### config.mk
export PLATFORM = sky130hd
export DESIGN_NAME = execution_condition_register_bank
export DESIGN_NICKNAME = d
export VERILOG_FILES = /design/src/rtl/ecr_pkg.sv /design/src/rtl/ecr_lock_slot.sv /design/src/rtl/execution_condition_register_bank.sv
export SDC_FILE = /design/constraint.sdc
export NUM_CORES = 1
export LEC_CHECK = 0
export ABC_AREA = 1
export CAP_MARGIN = 20
export CORE_ASPECT_RATIO = 0.75
export CORE_UTILIZATION = 40
export CTS_CLUSTER_DIAMETER = 80
export DETAILED_ROUTE_END_ITERATION = 12
export PLACE_DENSITY = 0.73
export RECOVER_POWER = 25
export SLEW_MARGIN = 20
export SYNTH_ARGS = -nofsm -noshare
export SYNTH_HDL_FRONTEND = slang
export SYNTH_HIERARCHICAL = 1
export SYNTH_SLANG_ARGS = --single-unit
### constraint.sdc
create_clock -name clk -period 4.8 [get_ports clk]
set_clock_uncertainty 0.05 [all_clocks]
set_input_delay 0.72 -clock clk [delete_from_list [all_inputs] [get_ports clk]]
set_output_delay 0.72 -clock clk [all_outputs]
set_load 0.005 [all_outputs]
### src/rtl/ecr_pkg.sv
// Shared types and helpers for the execution condition register bank.
package ecr_pkg;

    // Lock state of one condition register.
    typedef enum logic {
        FREE = 1'b0,
        HELD = 1'b1
    } ecr_state_e;

    // Widest issue ID the age helper accepts.
    localparam int unsigned MAX_ID_WIDTH = 32;

    // a is older than b when the MSB of (a - b) mod 2^id_width is set.
    // Bits above id_width cannot influence bit id_width-1 of the difference,
    // so callers may pass zero-extended IDs of any width up to MAX_ID_WIDTH.
    // Equal IDs give a zero difference, hence neither is older.
    function automatic logic is_older(
        input logic [MAX_ID_WIDTH-1:0] a,
        input logic [MAX_ID_WIDTH-1:0] b,
        input int unsigned             id_width
    );
        logic [MAX_ID_WIDTH-1:0] w_diff;
        logic [MAX_ID_WIDTH-1:0] w_shifted;
        w_diff    = a - b;
        w_shifted = w_diff >> (id_width - 1);
        return w_shifted[0];
    endfunction

endpackage

### src/rtl/ecr_lock_slot.sv
// One condition register: exclusive write-lock FSM, age arbiter for
// acquisition, read/write grant generation and the committed value.
module ecr_lock_slot
    import ecr_pkg::*;
#(
    parameter int                    NUM_SICS    = 4,
    parameter int                    ID_WIDTH    = 4,
    parameter int                    DATA_WIDTH  = 2,
    parameter logic [DATA_WIDTH-1:0] RESET_VALUE = '0
) (
    input  logic                                 clk,
    input  logic                                 rst,
    input  logic [NUM_SICS-1:0]                  i_req_read,
    input  logic [NUM_SICS-1:0]                  i_req_write,
    input  logic [NUM_SICS-1:0][ID_WIDTH-1:0]    i_issue_id,
    input  logic [NUM_SICS-1:0]                  i_release,
    input  logic [NUM_SICS-1:0][DATA_WIDTH-1:0]  i_wdata,
    input  logic                                 i_flush_valid,
    input  logic [ID_WIDTH-1:0]                  i_flush_id,
    output logic [NUM_SICS-1:0]                  o_grant,
    output logic [DATA_WIDTH-1:0]                o_value,
    output logic                                 o_busy,
    output logic                                 o_bad_release
);

    localparam int PORT_W = (NUM_SICS > 1) ? $clog2(NUM_SICS) : 1;

    ecr_state_e          r_state;
    logic [PORT_W-1:0]   r_owner_port;
    logic [ID_WIDTH-1:0] r_owner_id;
    logic [DATA_WIDTH-1:0] r_value;

    logic                w_any_write;
    logic [PORT_W-1:0]   w_win_port;
    logic [ID_WIDTH-1:0] w_win_id;
    logic [NUM_SICS-1:0] w_is_owner;
    logic                w_squash;
    logic                w_owner_release;

    function automatic logic older(input logic [ID_WIDTH-1:0] a, input logic [ID_WIDTH-1:0] b);
        return is_older(MAX_ID_WIDTH'(a), MAX_ID_WIDTH'(b), ID_WIDTH);
    endfunction

    // Age arbiter: oldest requesting ID wins; strict comparison keeps the lowest port on ties.
    always_comb begin
        w_any_write = 1'b0;
        w_win_port  = '0;
        w_win_id    = '0;
        for (int s = 0; s < NUM_SICS; s++) begin
            if (i_req_write[s] && (!w_any_write || older(i_issue_id[s], w_win_id))) begin
                w_any_write = 1'b1;
                w_win_port  = PORT_W'(s);
                w_win_id    = i_issue_id[s];
            end
        end
    end

    // Per-port ownership, combined grants and bad-release detection.
    always_comb begin
        o_bad_release = 1'b0;
        for (int s = 0; s < NUM_SICS; s++) begin
            w_is_owner[s] = (r_state == HELD) && (r_owner_port == PORT_W'(s));
            // A reader passes if the slot is free, it is older than the owner, or it is the owner.
            o_grant[s]    = w_is_owner[s] |
                            (i_req_read[s] && ((r_state == FREE) ||
                                               older(i_issue_id[s], r_owner_id) ||
                                               w_is_owner[s]));
            o_bad_release = o_bad_release | (i_release[s] & ~w_is_owner[s]);
        end
    end

    // Flush only squashes owners strictly younger than the surviving flush ID.
    assign w_squash        = (r_state == HELD) && i_flush_valid && older(i_flush_id, r_owner_id);
    assign w_owner_release = i_release[r_owner_port];

    // Lock FSM: acquisition when free and no flush, release or squash when held.
    always_ff @(posedge clk) begin
        if (rst) begin
            r_state      <= FREE;
            r_owner_port <= '0;
            r_owner_id   <= '0;
            r_value      <= RESET_VALUE;
        end else begin
            case (r_state)
                FREE: begin
                    if (w_any_write && !i_flush_valid) begin
                        r_state      <= HELD;
                        r_owner_port <= w_win_port;
                        r_owner_id   <= w_win_id;
                    end
                end
                HELD: begin
                    // Squash takes priority: the owner's pending value is discarded.
                    if (w_squash) begin
                        r_state <= FREE;
                    end else if (w_owner_release) begin
                        r_state <= FREE;
                        r_value <= i_wdata[r_owner_port];
                    end
                end
                default: r_state <= FREE;
            endcase
        end
    end

    assign o_value = r_value;
    assign o_busy  = (r_state == HELD);

endmodule

### src/rtl/execution_condition_register_bank.sv
// Bank of lockable execution condition registers shared by the SIC array.
// SIC-facing buses are [SIC][ECR]; each slot works on an ECR-major view.
module execution_condition_register_bank
    import ecr_pkg::*;
#(
    parameter int                    NUM_ECRS    = 4,
    parameter int                    NUM_SICS    = 4,
    parameter int                    ID_WIDTH    = 4,
    parameter int                    DATA_WIDTH  = 2,
    parameter logic [DATA_WIDTH-1:0] RESET_VALUE = '0
) (
    input  logic                                               clk,
    input  logic                                               rst,
    input  logic [NUM_SICS-1:0][NUM_ECRS-1:0]                  sic_req_read,
    input  logic [NUM_SICS-1:0][NUM_ECRS-1:0]                  sic_req_write,
    input  logic [NUM_SICS-1:0][NUM_ECRS-1:0][ID_WIDTH-1:0]    sic_issue_id,
    input  logic [NUM_SICS-1:0][NUM_ECRS-1:0]                  sic_release,
    input  logic [NUM_SICS-1:0][NUM_ECRS-1:0][DATA_WIDTH-1:0]  sic_wdata,
    output logic [NUM_SICS-1:0][NUM_ECRS-1:0][DATA_WIDTH-1:0]  sic_rdata_out,
    output logic [NUM_SICS-1:0][NUM_ECRS-1:0]                  sic_grant_out,
    input  logic                                               flush_valid,
    input  logic [ID_WIDTH-1:0]                                flush_id,
    output logic [NUM_ECRS-1:0][DATA_WIDTH-1:0]                monitor_states,
    output logic [NUM_ECRS-1:0]                                monitor_busy,
    output logic                                               err_bad_release
);

    logic [NUM_ECRS-1:0] w_bad_release;
    logic                r_err_bad_release;

    for (genvar e = 0; e < NUM_ECRS; e++) begin : g_slot
        logic [NUM_SICS-1:0]                 w_req_read;
        logic [NUM_SICS-1:0]                 w_req_write;
        logic [NUM_SICS-1:0][ID_WIDTH-1:0]   w_issue_id;
        logic [NUM_SICS-1:0]                 w_release;
        logic [NUM_SICS-1:0][DATA_WIDTH-1:0] w_wdata;
        logic [NUM_SICS-1:0]                 w_grant;
        logic [DATA_WIDTH-1:0]               w_value;
        logic                                w_busy;

        for (genvar s = 0; s < NUM_SICS; s++) begin : g_sic
            assign w_req_read[s]        = sic_req_read[s][e];
            assign w_req_write[s]       = sic_req_write[s][e];
            assign w_issue_id[s]        = sic_issue_id[s][e];
            assign w_release[s]         = sic_release[s][e];
            assign w_wdata[s]           = sic_wdata[s][e];
            assign sic_grant_out[s][e]  = w_grant[s];
            assign sic_rdata_out[s][e]  = w_value;
        end

        ecr_lock_slot #(
            .NUM_SICS    (NUM_SICS),
            .ID_WIDTH    (ID_WIDTH),
            .DATA_WIDTH  (DATA_WIDTH),
            .RESET_VALUE (RESET_VALUE)
        ) u_slot (
            .clk           (clk),
            .rst           (rst),
            .i_req_read    (w_req_read),
            .i_req_write   (w_req_write),
            .i_issue_id    (w_issue_id),
            .i_release     (w_release),
            .i_wdata       (w_wdata),
            .i_flush_valid (flush_valid),
            .i_flush_id    (flush_id),
            .o_grant       (w_grant),
            .o_value       (w_value),
            .o_busy        (w_busy),
            .o_bad_release (w_bad_release[e])
        );

        assign monitor_states[e] = w_value;
        assign monitor_busy[e]   = w_busy;
    end

    // Sticky error: any slot seeing a non-owner release sets it until reset.
    always_ff @(posedge clk) begin
        if (rst) begin
            r_err_bad_release <= 1'b0;
        end else if (|w_bad_release) begin
            r_err_bad_release <= 1'b1;
        end
    end

    assign err_bad_release = r_err_bad_release;

endmodule
==> metrics.csv <==
metric,value,unit
"Cell Area, Synth",5860,um2
Vias/cell,5.04,
first-pass GRT wire length,29000,um
Tmin final,4.43,ns
slew margin rel.,56.3,%
IO Pins,212,
initial antenna violation count,0,
largest net degree at the start of global routing,16,
crit share post-route,92.2,%
Final WS setup,0.373,ns
Max VDD drop,100,uV
Setup-failing EPs final,0,
Antenna Diode Count,0,
postcts setup bufs,0,
Slew @ Worst Pin,0.654,ns
sequential element share of the synthesized area,12.6,%
met1 usage,34.2,%
Slew Limit Fails,0,
status,finished clean,
final core occ,57.7,%
CTS Buf Count,5,
Worst-path clk slew,0.06,ns
Placed Area,7930,um2
DP Wirelength,15200,um
CTS H-Tree Depth,2,
hold path startpoint,g_slot[3].u_slot/r_owner_id[1],
Die Width,142,um
Overall Power,1.68,mW
CTS Hold Bufs,0,
routed via count,6472,
path depth of the worst reg2reg path,10,
routed length per instance,13.9,um
achievable frequency,226,MHz
Mapped Avg Cell Area,6.45,um2
HP Class,reg2reg,
syn nets,1120,
GRT Overall Usage,23.7,%
Die ar.,15200,um2
CP Data Arrival Time,4.51,ns
FF-to-FF setup slack,2.74,ns
Row Count,37,
number of fillers in the final layout,1340,
top cell type's share of synthesized area,13.4,%
drt pass-1 iters,5,
# port buffers,211,
"wirelength, routed",17800,um
worst skew pair latency,0.28,ns
Layout area overhead,38.0,%
critical path type,in2reg,
Synth Instances,909,
clock sink count,37,
RSZ-0062 raised after global routing,no,
Max-Cap Viols,0,
Critical Path RT,4.88,ns
CTS tree,yes,
Longest Clk Path Bufs,2,
met2 Resource Use GR,37.8,%
grt peak-use layer,met2,
r2r startpoint,g_slot[1].u_slot/r_owner_id[2],
PostCTS Resize Cnt,0,
GRT Residual Overflow,0,
pre-CTS setup slack,-0.0889,ns
crit end category,register,
P_leak,3.92,nW
die height,107,um
root buf cell,clkbuf_16,
Routability Congestion,0.921,
nets,1298,
"Distinct cells, synth",28,
fin area,8090,um2
leading area contributor after synthesis,nand2_1,
CP Max Fanout,7,
synthesized flop and latch total,37,
Syn. warnings,6,
Startpoint Class,primary input,
met3 usage,3.31,%
layout cells sized above 1,11.8,%
Antenna Nets Post-Route,0,
Power Density,207,nW/um2
number of remaining DRC errors,0,
number of global-route vias before repair,5888,
cells taking the most area after synthesis,"nand2_1 (13%), ha_1 (13%), dfxtp_1 (13%), nand3_1 (10%), inv_1 (6.9%)",
RR Endpoint,g_slot[1].u_slot/o_value[1],
final hold viol count,0,
Hold EP,g_slot[3].u_slot/r_owner_id[1],
Worst Hold Depth,2,
Core ar.,14000,um2
Starting Density,41.8,%
number of DRC markers in iteration 0,335,
[metrics by stage]
step | setup TNS, ns | hold WS [ns] | std cells
after global routing | 0 | 0.427 | 1283
after global placement | -0.0712 | 0.403 | 1275
after detailed placement | -0.316 | 0.405 | 1275
final | 0 | 0.413 | 1283
after CTS | 0 | 0.414 | 1283
after floorplan | 0 | 0.389 | 909
[cells in the final DEF, fill, tap and decap left out, drive strengths merged]
cell,n
a31oi,8
o21ai,48
nor2,30
clkinv,1
o211ai,4
dfxtp,37
ha,60
xnor2,1
clkdlybuf4s50,189
a211oi,16
a21oi,53
dlygate4sd3,22
nand2,266
buf,8
a22oi,12
o21a,4
or2,8
xor2,38
a31o,8
nand3,145
nand4,4
inv,119
clkbuf,7
[where the power goes]
group	switching [mW]	leakage, nW	internal (mW)
Clock	0.126	0.0799	0.220
Sequential	0.0488	0.304	0.338
Combinational	0.507	3.53	0.438
[cell type report]
type	count	area (um2)	area share (%)
clock buffers	7	153	1.89
repair buffers	219	2170	26.8
inverters	119	447	5.52
well taps	195	244	3.02
multi-input cells	705	4330	53.5
flip-flops and latches	37	741	9.15
clock inverters	1	5.00	0.0619
[worst max-delay path: stages]
cell and delay (ns):
clkdlybuf4s50_1 0.50, nand2_1 0.10, ha_1 0.30, a21oi_1 0.20, nand3_1 0.12, nand3_2 0.14, nand2_4 0.06, o21ai_0 0.25
ha_1 0.29, nand2_1 0.07, nand2_1 0.08, nand2_1 0.08, nand2_2 0.06, nand3_4 0.08, nand2_4 0.08, o21ai_0 0.27
ha_1 0.31, a21oi_1 0.24, nand2_1 0.10, nand2_2 0.08, nand3_4 0.10, nand2_4 0.10, nand2_1 0.06, nand3_1 0.07
a21oi_1 0.06
[cells in the mapped netlist, drive strengths merged]
master,count
buf,40
a211oi,16
o21a,4
or2,8
dfxtp,37
inv,119
nand2,266
clkbuf,8
nand3,145
xor2,38
o211ai,4
a31o,8
nand4,4
nor2,30
a22oi,12
a31oi,8
o21ai,48
ha,60
a21oi,53
xnor2,1
[logic make-up (layout without fill, tap and decap cells)]
| kind of cell | count (synthesis) | count (layout) | share of synthesized area [%] |
|---|---|---|---|
| buffers and inverters | 167 | 346 | 13.5 |
| DFF | 37 | 37 | 12.6 |
| xor gates and xnor gates | 39 | 39 | 5.83 |
| and+or+nand+nor | 453 | 453 | 39.9 |
| adders and majority gates | 60 | 60 | 12.8 |
| AOI/OAI and AO/OA | 153 | 153 | 15.3 |
[metal layers]
layer,wire length (um),up-vias
li1,-,3356
met1,8570,2871
met2,7820,240
met3,1330,5
met4,70,0
met5,0,-
[flip-flops by register name, summed over array words and instances, names as in the netlist]
| name | cells |
|---|---|
| err_bad_release | 1 |
| g_slot.u_slot/o_busy | 4 |
| g_slot.u_slot/o_value | 8 |
| g_slot.u_slot/r_owner_id | 16 |
| g_slot.u_slot/r_owner_port | 8 |
[worst max-delay path by stage]
stage | from | end | slack [ns] | depth (start not counted)
floorplan | sic_req_write[1] | g_slot[1].u_slot/r_owner_id[1] | 0.97 | 25
global placement | sic_req_write[3] | g_slot[3].u_slot/r_owner_id[1] | -0.03 | 25
detailed placement | sic_req_write[3] | g_slot[3].u_slot/r_owner_id[1] | -0.09 | 25
CTS | sic_req_write[3] | g_slot[3].u_slot/r_owner_id[1] | 0.19 | 25
global route | sic_issue_id[6] | g_slot[1].u_slot/r_owner_id[2] | 0.0005 | 27
finish | sic_req_write[0] | g_slot[0].u_slot/r_owner_id[2] | 0.37 | 25
Note: power is estimated with default switching activity, not from simulation.
